<file path="config.mk">
export PLATFORM = sky130hd
export DESIGN_NAME = frame_scheduler
export DESIGN_NICKNAME = d
export VERILOG_FILES = /design/src/rtl/frame_scheduler_pkg.sv /design/src/rtl/frame_scheduler_sched_timer.sv /design/src/rtl/frame_scheduler.sv
export SDC_FILE = /design/constraint.sdc
export NUM_CORES = 1
export LEC_CHECK = 0
export ABC_AREA = 0
export CAP_MARGIN = 20
export CORE_MARGIN = 3
export CORE_UTILIZATION = 63
export DETAILED_ROUTE_END_ITERATION = 10
export DONT_BUFFER_PORTS = 1
export PLACE_DENSITY = 0.79
export REMOVE_ABC_BUFFERS = 1
export SLEW_MARGIN = 15
export SYNTH_ARGS = -nofsm -noshare
export SYNTH_HDL_FRONTEND = slang
export SYNTH_SLANG_ARGS = --single-unit
</file>
<file path="constraint.sdc">
create_clock -name ck -period 2.1 [get_ports ck]
set_input_delay 0.525 -clock ck [delete_from_list [all_inputs] [get_ports ck]]
set_output_delay 0.525 -clock ck [all_outputs]
set_load 0.01 [all_outputs]
</file>
<file path="src/rtl/frame_scheduler_pkg.sv">
// frame_scheduler_pkg
//   Shared definitions for the frame scheduler slice: controller state
//   encoding, default geometry constants and the audio sample type.
package frame_scheduler_pkg;

  localparam int DEF_CHANNELS = 8;   // mic channels captured per frame
  localparam int DEF_FRAME_W  = 8;   // frame counter width (256-frame ring)
  localparam int OVR_W        = 8;   // overrun counter width

  typedef logic [15:0] sample_t;

  typedef enum logic [1:0] {
    ST_IDLE    = 2'd0,
    ST_CAPTURE = 2'd1,
    ST_START   = 2'd2,
    ST_RUN     = 2'd3
  } sched_state_e;

endpackage

</file>
<file path="src/rtl/frame_scheduler_sched_timer.sv">
// sched_timer
//   Down-counter bounding how long the downstream sequencer may run.
//   Ports:
//     ck, rst  - clock, asynchronous active-high reset
//     load     - reload so that expired rises on the TIMEOUT-th enabled cycle
//     enable   - count down one step (holds at zero)
//     expired  - count has reached zero
module sched_timer #(
  parameter int TIMEOUT = 1000
) (
  input  logic ck,
  input  logic rst,
  input  logic load,
  input  logic enable,
  output logic expired
);

  localparam int W = (TIMEOUT > 1) ? $clog2(TIMEOUT) : 1;
  localparam logic [W-1:0] RELOAD = W'(TIMEOUT - 1);

  logic [W-1:0] count_q, count_d;

  always_comb begin
    count_d = count_q;
    if (load) begin
      count_d = RELOAD;
    end else if (enable && (count_q != '0)) begin
      count_d = count_q - W'(1);
    end
  end

  always_ff @(posedge ck or posedge rst) begin
    if (rst) begin
      count_q <= '0;
    end else begin
      count_q <= count_d;
    end
  end

  assign expired = (count_q == '0);

endmodule

</file>
<file path="src/rtl/frame_scheduler.sv">
// frame_scheduler
//   Captures one 16-bit sample per mic channel into the audio RAM at each
//   I2S frame start, then kicks a downstream sequencer and supervises it.
//   Ports:
//     ck, rst                 - clock, asynchronous active-high reset
//     frame_strobe            - frame start pulse (one ck wide)
//     host_hold, host_frame   - host owns the RAM / frame index shown meanwhile
//     mic_data, chan_sel      - sample for the currently selected channel
//     ram_we/waddr/wdata      - audio RAM write port, address {chan, frame}
//     frame                   - current frame index (host_frame while held)
//     seq_start/run/done/error- sequencer handshake
//     busy                    - controller not idle
//     timeout, err            - sticky status, cleared on reset or seq_start
//     overruns                - frame strobes that arrived while busy
//   Build option: FRAME_SCHEDULER_OVERRUN_EN enables the overrun counter;
//   otherwise overruns reads zero and no counter is built.
module frame_scheduler
  import frame_scheduler_pkg::*;
#(
  parameter int CHANNELS = DEF_CHANNELS,
  parameter int FRAME_W  = DEF_FRAME_W,
  parameter int TIMEOUT  = 1000
) (
  input  logic                               ck,
  input  logic                               rst,
  input  logic                               frame_strobe,
  input  logic                               host_hold,
  input  logic [FRAME_W-1:0]                 host_frame,
  input  logic [15:0]                        mic_data,
  output logic [$clog2(CHANNELS)-1:0]        chan_sel,
  output logic                               ram_we,
  output logic [$clog2(CHANNELS)+FRAME_W-1:0] ram_waddr,
  output logic [15:0]                        ram_wdata,
  output logic [FRAME_W-1:0]                 frame,
  output logic                               seq_start,
  output logic                               seq_run,
  input  logic                               seq_done,
  input  logic                               seq_error,
  output logic                               busy,
  output logic                               timeout,
  output logic                               err,
  output logic [7:0]                         overruns
);

  localparam int CS_W = $clog2(CHANNELS);
  localparam logic [CS_W-1:0] LAST_CHAN = CS_W'(CHANNELS - 1);

  sched_state_e        state_q, state_d;
  logic [FRAME_W-1:0]  frame_cnt_q, frame_cnt_d;
  logic [CS_W-1:0]     chan_sel_q, chan_sel_d;
  logic                timeout_q, timeout_d;
  logic                err_q, err_d;
  logic                strobe_ok;
  logic                tmr_load, tmr_en, tmr_expired;
  sample_t             wdata;

  // A strobe only starts a frame when the host is not holding the RAM.
  assign strobe_ok = frame_strobe && !host_hold;

  sched_timer #(.TIMEOUT(TIMEOUT)) u_timer (
    .ck      (ck),
    .rst     (rst),
    .load    (tmr_load),
    .enable  (tmr_en),
    .expired (tmr_expired)
  );

  // State register
  always_ff @(posedge ck or posedge rst) begin
    if (rst) begin
      state_q     <= ST_IDLE;
      frame_cnt_q <= '0;
      chan_sel_q  <= '0;
      timeout_q   <= 1'b0;
      err_q       <= 1'b0;
    end else begin
      state_q     <= state_d;
      frame_cnt_q <= frame_cnt_d;
      chan_sel_q  <= chan_sel_d;
      timeout_q   <= timeout_d;
      err_q       <= err_d;
    end
  end

  // Next-state logic
  always_comb begin
    state_d     = state_q;
    frame_cnt_d = frame_cnt_q;
    chan_sel_d  = chan_sel_q;
    timeout_d   = timeout_q;
    err_d       = err_q;
    unique case (state_q)
      ST_IDLE: begin
        if (strobe_ok) begin
          frame_cnt_d = frame_cnt_q + FRAME_W'(1);
          chan_sel_d  = '0;
          state_d     = ST_CAPTURE;
        end
      end
      ST_CAPTURE: begin
        // Channel count is a power of two, so the increment wraps to 0.
        chan_sel_d = chan_sel_q + CS_W'(1);
        if (chan_sel_q == LAST_CHAN) begin
          state_d = ST_START;
        end
      end
      ST_START: begin
        timeout_d = 1'b0;
        err_d     = 1'b0;
        state_d   = ST_RUN;
      end
      ST_RUN: begin
        // A new frame pre-empts completion; completion pre-empts expiry.
        if (strobe_ok) begin
          frame_cnt_d = frame_cnt_q + FRAME_W'(1);
          chan_sel_d  = '0;
          state_d     = ST_CAPTURE;
        end else if (seq_done) begin
          if (seq_error) begin
            err_d = 1'b1;
          end
          state_d = ST_IDLE;
        end else if (tmr_expired) begin
          timeout_d = 1'b1;
          state_d   = ST_IDLE;
        end
      end
      default: state_d = ST_IDLE;
    endcase
  end

  // Output logic
  always_comb begin
    busy      = (state_q != ST_IDLE);
    ram_we    = (state_q == ST_CAPTURE);
    seq_start = (state_q == ST_START);
    seq_run   = (state_q == ST_RUN);
    tmr_load  = (state_q == ST_START);
    tmr_en    = (state_q == ST_RUN);
    chan_sel  = chan_sel_q;
    ram_waddr = {chan_sel_q, frame_cnt_q};
    wdata     = mic_data;
    ram_wdata = wdata;
    frame     = host_hold ? host_frame : frame_cnt_q;
    timeout   = timeout_q;
    err       = err_q;
  end

`ifdef FRAME_SCHEDULER_OVERRUN_EN
  logic [OVR_W-1:0] ovr_q, ovr_d;

  always_comb begin
    ovr_d = ovr_q;
    if (strobe_ok && (state_q != ST_IDLE) && (ovr_q != '1)) begin
      ovr_d = ovr_q + OVR_W'(1);
    end
  end

  always_ff @(posedge ck or posedge rst) begin
    if (rst) begin
      ovr_q <= '0;
    end else begin
      ovr_q <= ovr_d;
    end
  end

  assign overruns = ovr_q;
`else
  assign overruns = '0;
`endif

endmodule

</file>
# Word-level counts from Yosys, hierarchy flattened
# Cells that the tools add are included.
[word_totals] ff_bits=25 in_bits=30 output_inout_bits=52
[op_classes] add_sub_neg=3 n_eq_ne=13 n_mux=19 n_reduce_logical=16
[op_table] op="$mux W10" count=2
[op_table] op="$ne A2 B2 Y1 const B" count=6
[op_table] op="$logic_not A10 Y1" count=1
[op_table] op="$mux W2" count=5
[op_table] op="$reduce_bool A10 Y1" count=1
[op_table] op="$sub A10 B1 Y10 const B" count=1
[op_table] op="$add A8 B1 Y8 const B" count=1
[op_table] op="$mux W8" count=1
[op_table] op="$pmux W2 S4" count=1
[op_table] op="$reduce_and A4 Y1" count=2
[op_table] op="$reduce_bool A2 Y1" count=4
[op_table] op="$mux W1" count=6
[op_table] op="$pmux W3 S2" count=1
[op_table] op="$eq A2 B2 Y1 const B" count=2
[op_table] op="$ne A2 B1 Y1 const B" count=2
[op_table] op="$ne A4 B4 Y1 const B" count=1
[op_table] op="$pmux W1 S2" count=2
[op_table] op="$reduce_and A2 Y1" count=2
[op_table] op="$add A3 B1 Y3 const B" count=1
[op_table] op="$eq A3 B3 Y1 const B" count=1
[op_table] op="$mux W3" count=1
[op_table] op="$reduce_and A3 Y1" count=1
[op_table] op="$eq A2 B1 Y1 const B" count=1
[op_table] op="$logic_and A1 B1 Y1" count=2
[op_table] op="3 further kinds" count=3

# Depth between registers and ports, before layout
[depth] ltp_word=5 depth_mapped=7

# By module
# A second synthesis with hierarchy kept.
[unflattened] cells_unflattened=173 hier_area_um2=1706.6
[by_module_without_submodules] module="frame_scheduler" instances=1 cells_per_inst=112 area_each_um2=1123.6 seq_area_each_um2=375.4
[by_module_without_submodules] module="sched_timer" instances=1 cells_per_inst=61 area_each_um2=583.1 seq_area_each_um2=250.2

# Worst setup path before layout
# No wires, ideal clock.
[synth_path] path_kind="register to register" start="reg u_timer.count_q[0]" end="reg state_q[1]" t_arrival_ns=1.638 t_required_ns=1.975 setup_slack_ns=0.337 stages_incl_launch_ff=7 period_less_slack_ns=1.763 path_cell_list="dfrtp_1 inv_1 ha_1 nor3b_1 nand3_1 a221oi_2 mux2_2"
[synth_between] elab_chain_cells=3
[synth_rtl] item="from (decl)" line_no="frame_scheduler_sched_timer.sv:21" source="logic [W-1:0] count_q, count_d;"
[synth_rtl] item="from (signal assigned)" line_no="frame_scheduler_sched_timer.sv:36" source="count_q <= count_d;"
[synth_rtl] item="$logic_not A10 Y1" line_no="frame_scheduler_sched_timer.sv:40" source="assign expired = (count_q == '0);"
[synth_rtl] item="$ne A4 B4 Y1 (no source line)"
[synth_rtl] item="$reduce_and A3 Y1 (no source line)"
[synth_rtl] item="to (signal assigned)" line_no="frame_scheduler.sv:77" source="state_q <= state_d;"
[synth_rtl] item="to (decl)" line_no="frame_scheduler.sv:48" source="sched_state_e state_q, state_d;"
# Every way passes these cells.
# A chain may end at the register's enable or synchronous reset.

# Final worst setup path
# Ends and elaborated chain as after synthesis.

==> key figures <==
Outcome
  – Outcome: completed

Logic synthesis
  – Ys async rst share: 1.000
  – Unique masters post-synth: 40
  – Mean Syn Cell Area: 9.972 um^2
  – Sequential-to-total area share from yosys stat: 0.3734
  – #FFs+latches synth: 25
  – Cells after Synth: 168
  – Synth Warn #: 0
  – Post-Syn Area: 0.001675 mm^2
  – Synth area leaders: dfrtp_1 37%, buf_4 12%, ha_1 6.7%
  – Post-synth EDFFs: 0
  – Post-synth top area share: 0.3734
  – Synth Flop Type: dfrtp_1
  – Top cell type by total area after synthesis: dfrtp_1

Clocking
  – Clk Latency, worst-skew pair: 320 ps
  – Post-CTS Hold Buffers: 0
  – TritonCTS Buffers: 3
  – CTS tree: yes
  – Clock slew at reported path FFs: 140 ps
  – Deepest clock path buffer count: 2
  – H-tree Lvls: 1
  – CTS sink count: 25
  – Clk root buf: clkbuf_4

Worst setup path
  – CP Data Arrival Time: 2150 ps
  – Crit Path Max Fanout: 3
  – Startpoint Class: register
  – Crit-path cells: inv_1 > ha_1 > nor3b_1 > nand3_1 > a221oi_2 > mux2_2
  – Critical path buffer and inverter count: 1
  – Worst path max stage delay: 430 ps
  – Delay-heaviest family, CP: flip-flops
  – Endpoint kind of the worst setup timing path: register
  – Crit Path Class: register to register
  – Crit-path slowest cell: dfrtp_1
  – Worst endpoint required time: 2320 ps

Route
  – Drt wl/cell: 18.18 um
  – Via count: 1146
  – Final WL: 3399 um
  – Detailed-router iteration count before antenna repair: 4
  – Residual DRC: 0
  – Number of nets still failing antenna checks after routing: 0
  – Vias per cell: 6.128
  – DRT iter0 DRCs: 39

Global route
  – First-pass GRT wire length: 5375 um
  – Initial antenna violation count: 0
  – GRT Residual Overflow: 0
  – Total Routing Usage GR: 0.2098
  – Vias in the first global route: 1154
  – Largest net degree at the start of global routing: 26

Placed design
  – HPWL Detailed: 2585 um
  – RePlAce Congestion: 0.7814
  – Port bufs: 0
  – DP Area: 0.001558 mm^2

Final layout
  – Layout area overhead: -4.556%
  – Nets: 197
  – Antenna diodes: 0
  – Final Instance Area: 0.001599 mm^2
  – Commonest non-fill, non-tap cell in the layout: dfrtp_1
  – Most frequent cells in the layout: 25 x dfrtp_1, 12 x nand2_1, 10 x mux2_2
  – Share of cells above drive strength 1: 0.1975

Pwr
  – Max VDD drop: 1.124 mV
  – Power Dens Cells: 1236 mW/mm^2
  – Total power draw: 1977 uW
  – Leakage: 0.0006576 uW

Floorplanning
  – Ports: 82
  – Core area: 0.002500 mm^2
  – Initial core utilization: 0.6702
  – Die ar.: 0.003314 mm^2
  – Die W: 57.57 um
  – Placement Rows: 18
  – Die span in y: 57.57 um

STA
  – Final slew viol count: 0
  – Final Critical Period: 1934 ps
  – Clk_skew: 10.64 ps
  – Max Fclk: 516.9 MHz
  – Setup Viol. Count Final: 0
  – RSZ-0062 raised after global routing: false
  – Hold slack: 117.1 ps
  – Tcrit/Tclk final: 0.9212
  – Final hold viol count: 0
  – Setup TNS: 0 ps

Flow run
  – Max cap viols: 0

Min path
  – Hold Path Class: input pin to async pin
## cells by family (layout without fill, tap and decap cells)
group           after synthesis  in the layout  synth area share
simple gates                 52             52            0.1740
buf+inv                      37             19            0.1486
flops                        25             25            0.3734
compound gates               22             22            0.1046
xor+xnor                     12             12           0.06273
mux                          10             10           0.06722
fa+ha+maj                     9              9           0.06722
other cells                   1              8          0.002238
## synthesized netlist by cell type (2+ instances only)
master,instances
a211oi_1,2
a21oi_1,4
buf_4,27
dfrtp_1,25
ha_1,9
inv_1,7
mux2_2,10
nand2_1,12
nand2b_1,2
nand3_1,7
nor2_1,6
nor2b_1,2
nor3_1,6
nor3b_1,2
o211ai_1,2
o21ai_0,5
o31ai_1,2
or2_2,2
or3_1,3
or3_2,2
or4_1,2
xnor2_1,6
xor2_1,6
## final cells by class
cell class	instances	area, um^2
Timing Repair Buffer	7	52.55
Clock buffer	4	26.28
Multi-Input combinational cell	113	827.0
Inverter	8	30.03
Fill cell	216	900.9
Sequential cell	25	625.6
Tap cell	30	37.54
## worst paths after layout
kind                       slack, ps               start                  to  cells past startpoint
max                              170  u_timer.count_q[0]          state_q[1]                      6
min                              120                 rst      frame_cnt_q[7]                      2
max reg2reg                      170  u_timer.count_q[0]          state_q[1]                      6
min reg2reg                      560  u_timer.count_q[8]  u_timer.count_q[8]                      2
max in group asynchronous       1730                 rst         chan_sel[1]                      2
min in group ck                  400            seq_done                 err                      2
## worst reg2reg max path: stages (launching register included)
cell	delay, ps
dfrtp_1	430
inv_1	100
ha_1	180
nor3b_1	270
nand3_1	150
a221oi_2	330
mux2_2	370
## layer usage
layer | vias to the layer above | GRT usage | wire, um
met3 | 2 | 0.1290 | 360
met2 | 57 | 0.3468 | 1724
met5 | - | 0 | 0
li1 | 528 | - | -
met4 | 0 | 0.01987 | 18
met1 | 559 | 0.2406 | 1295
## where the power goes
group	total (uW)	switching, uW	internal [uW]
logic	902	508	394
registers	855	231	623
clock network	220	146	74.4
total	1980	885	1090
## stage by stage
step	setup slack [ps]	utilization	cells
2_1_floorplan	293.7	-	146
3_3_place_gp	190.8	0.6231	181
3_5_place_dp	78.14	0.6231	181
4_1_cts	58.14	0.6336	185
5_1_grt	33.87	0.6396	187
6_report	165.5	0.6396	187
## state kept, by name (all words and copies together), names as in the netlist
| signal | flops |
|---|---|
| u_timer.count_q | 10 |
| frame_cnt_q | 8 |
| chan_sel | 3 |
| state_q | 2 |
| err | 1 |
| timeout | 1 |
## timing repair
item                       CTS  global route
resized for setup            0             0
setup endpoints to repair    0             8
buffers inserted             0             2
Power figures use the tool's default switching activity.
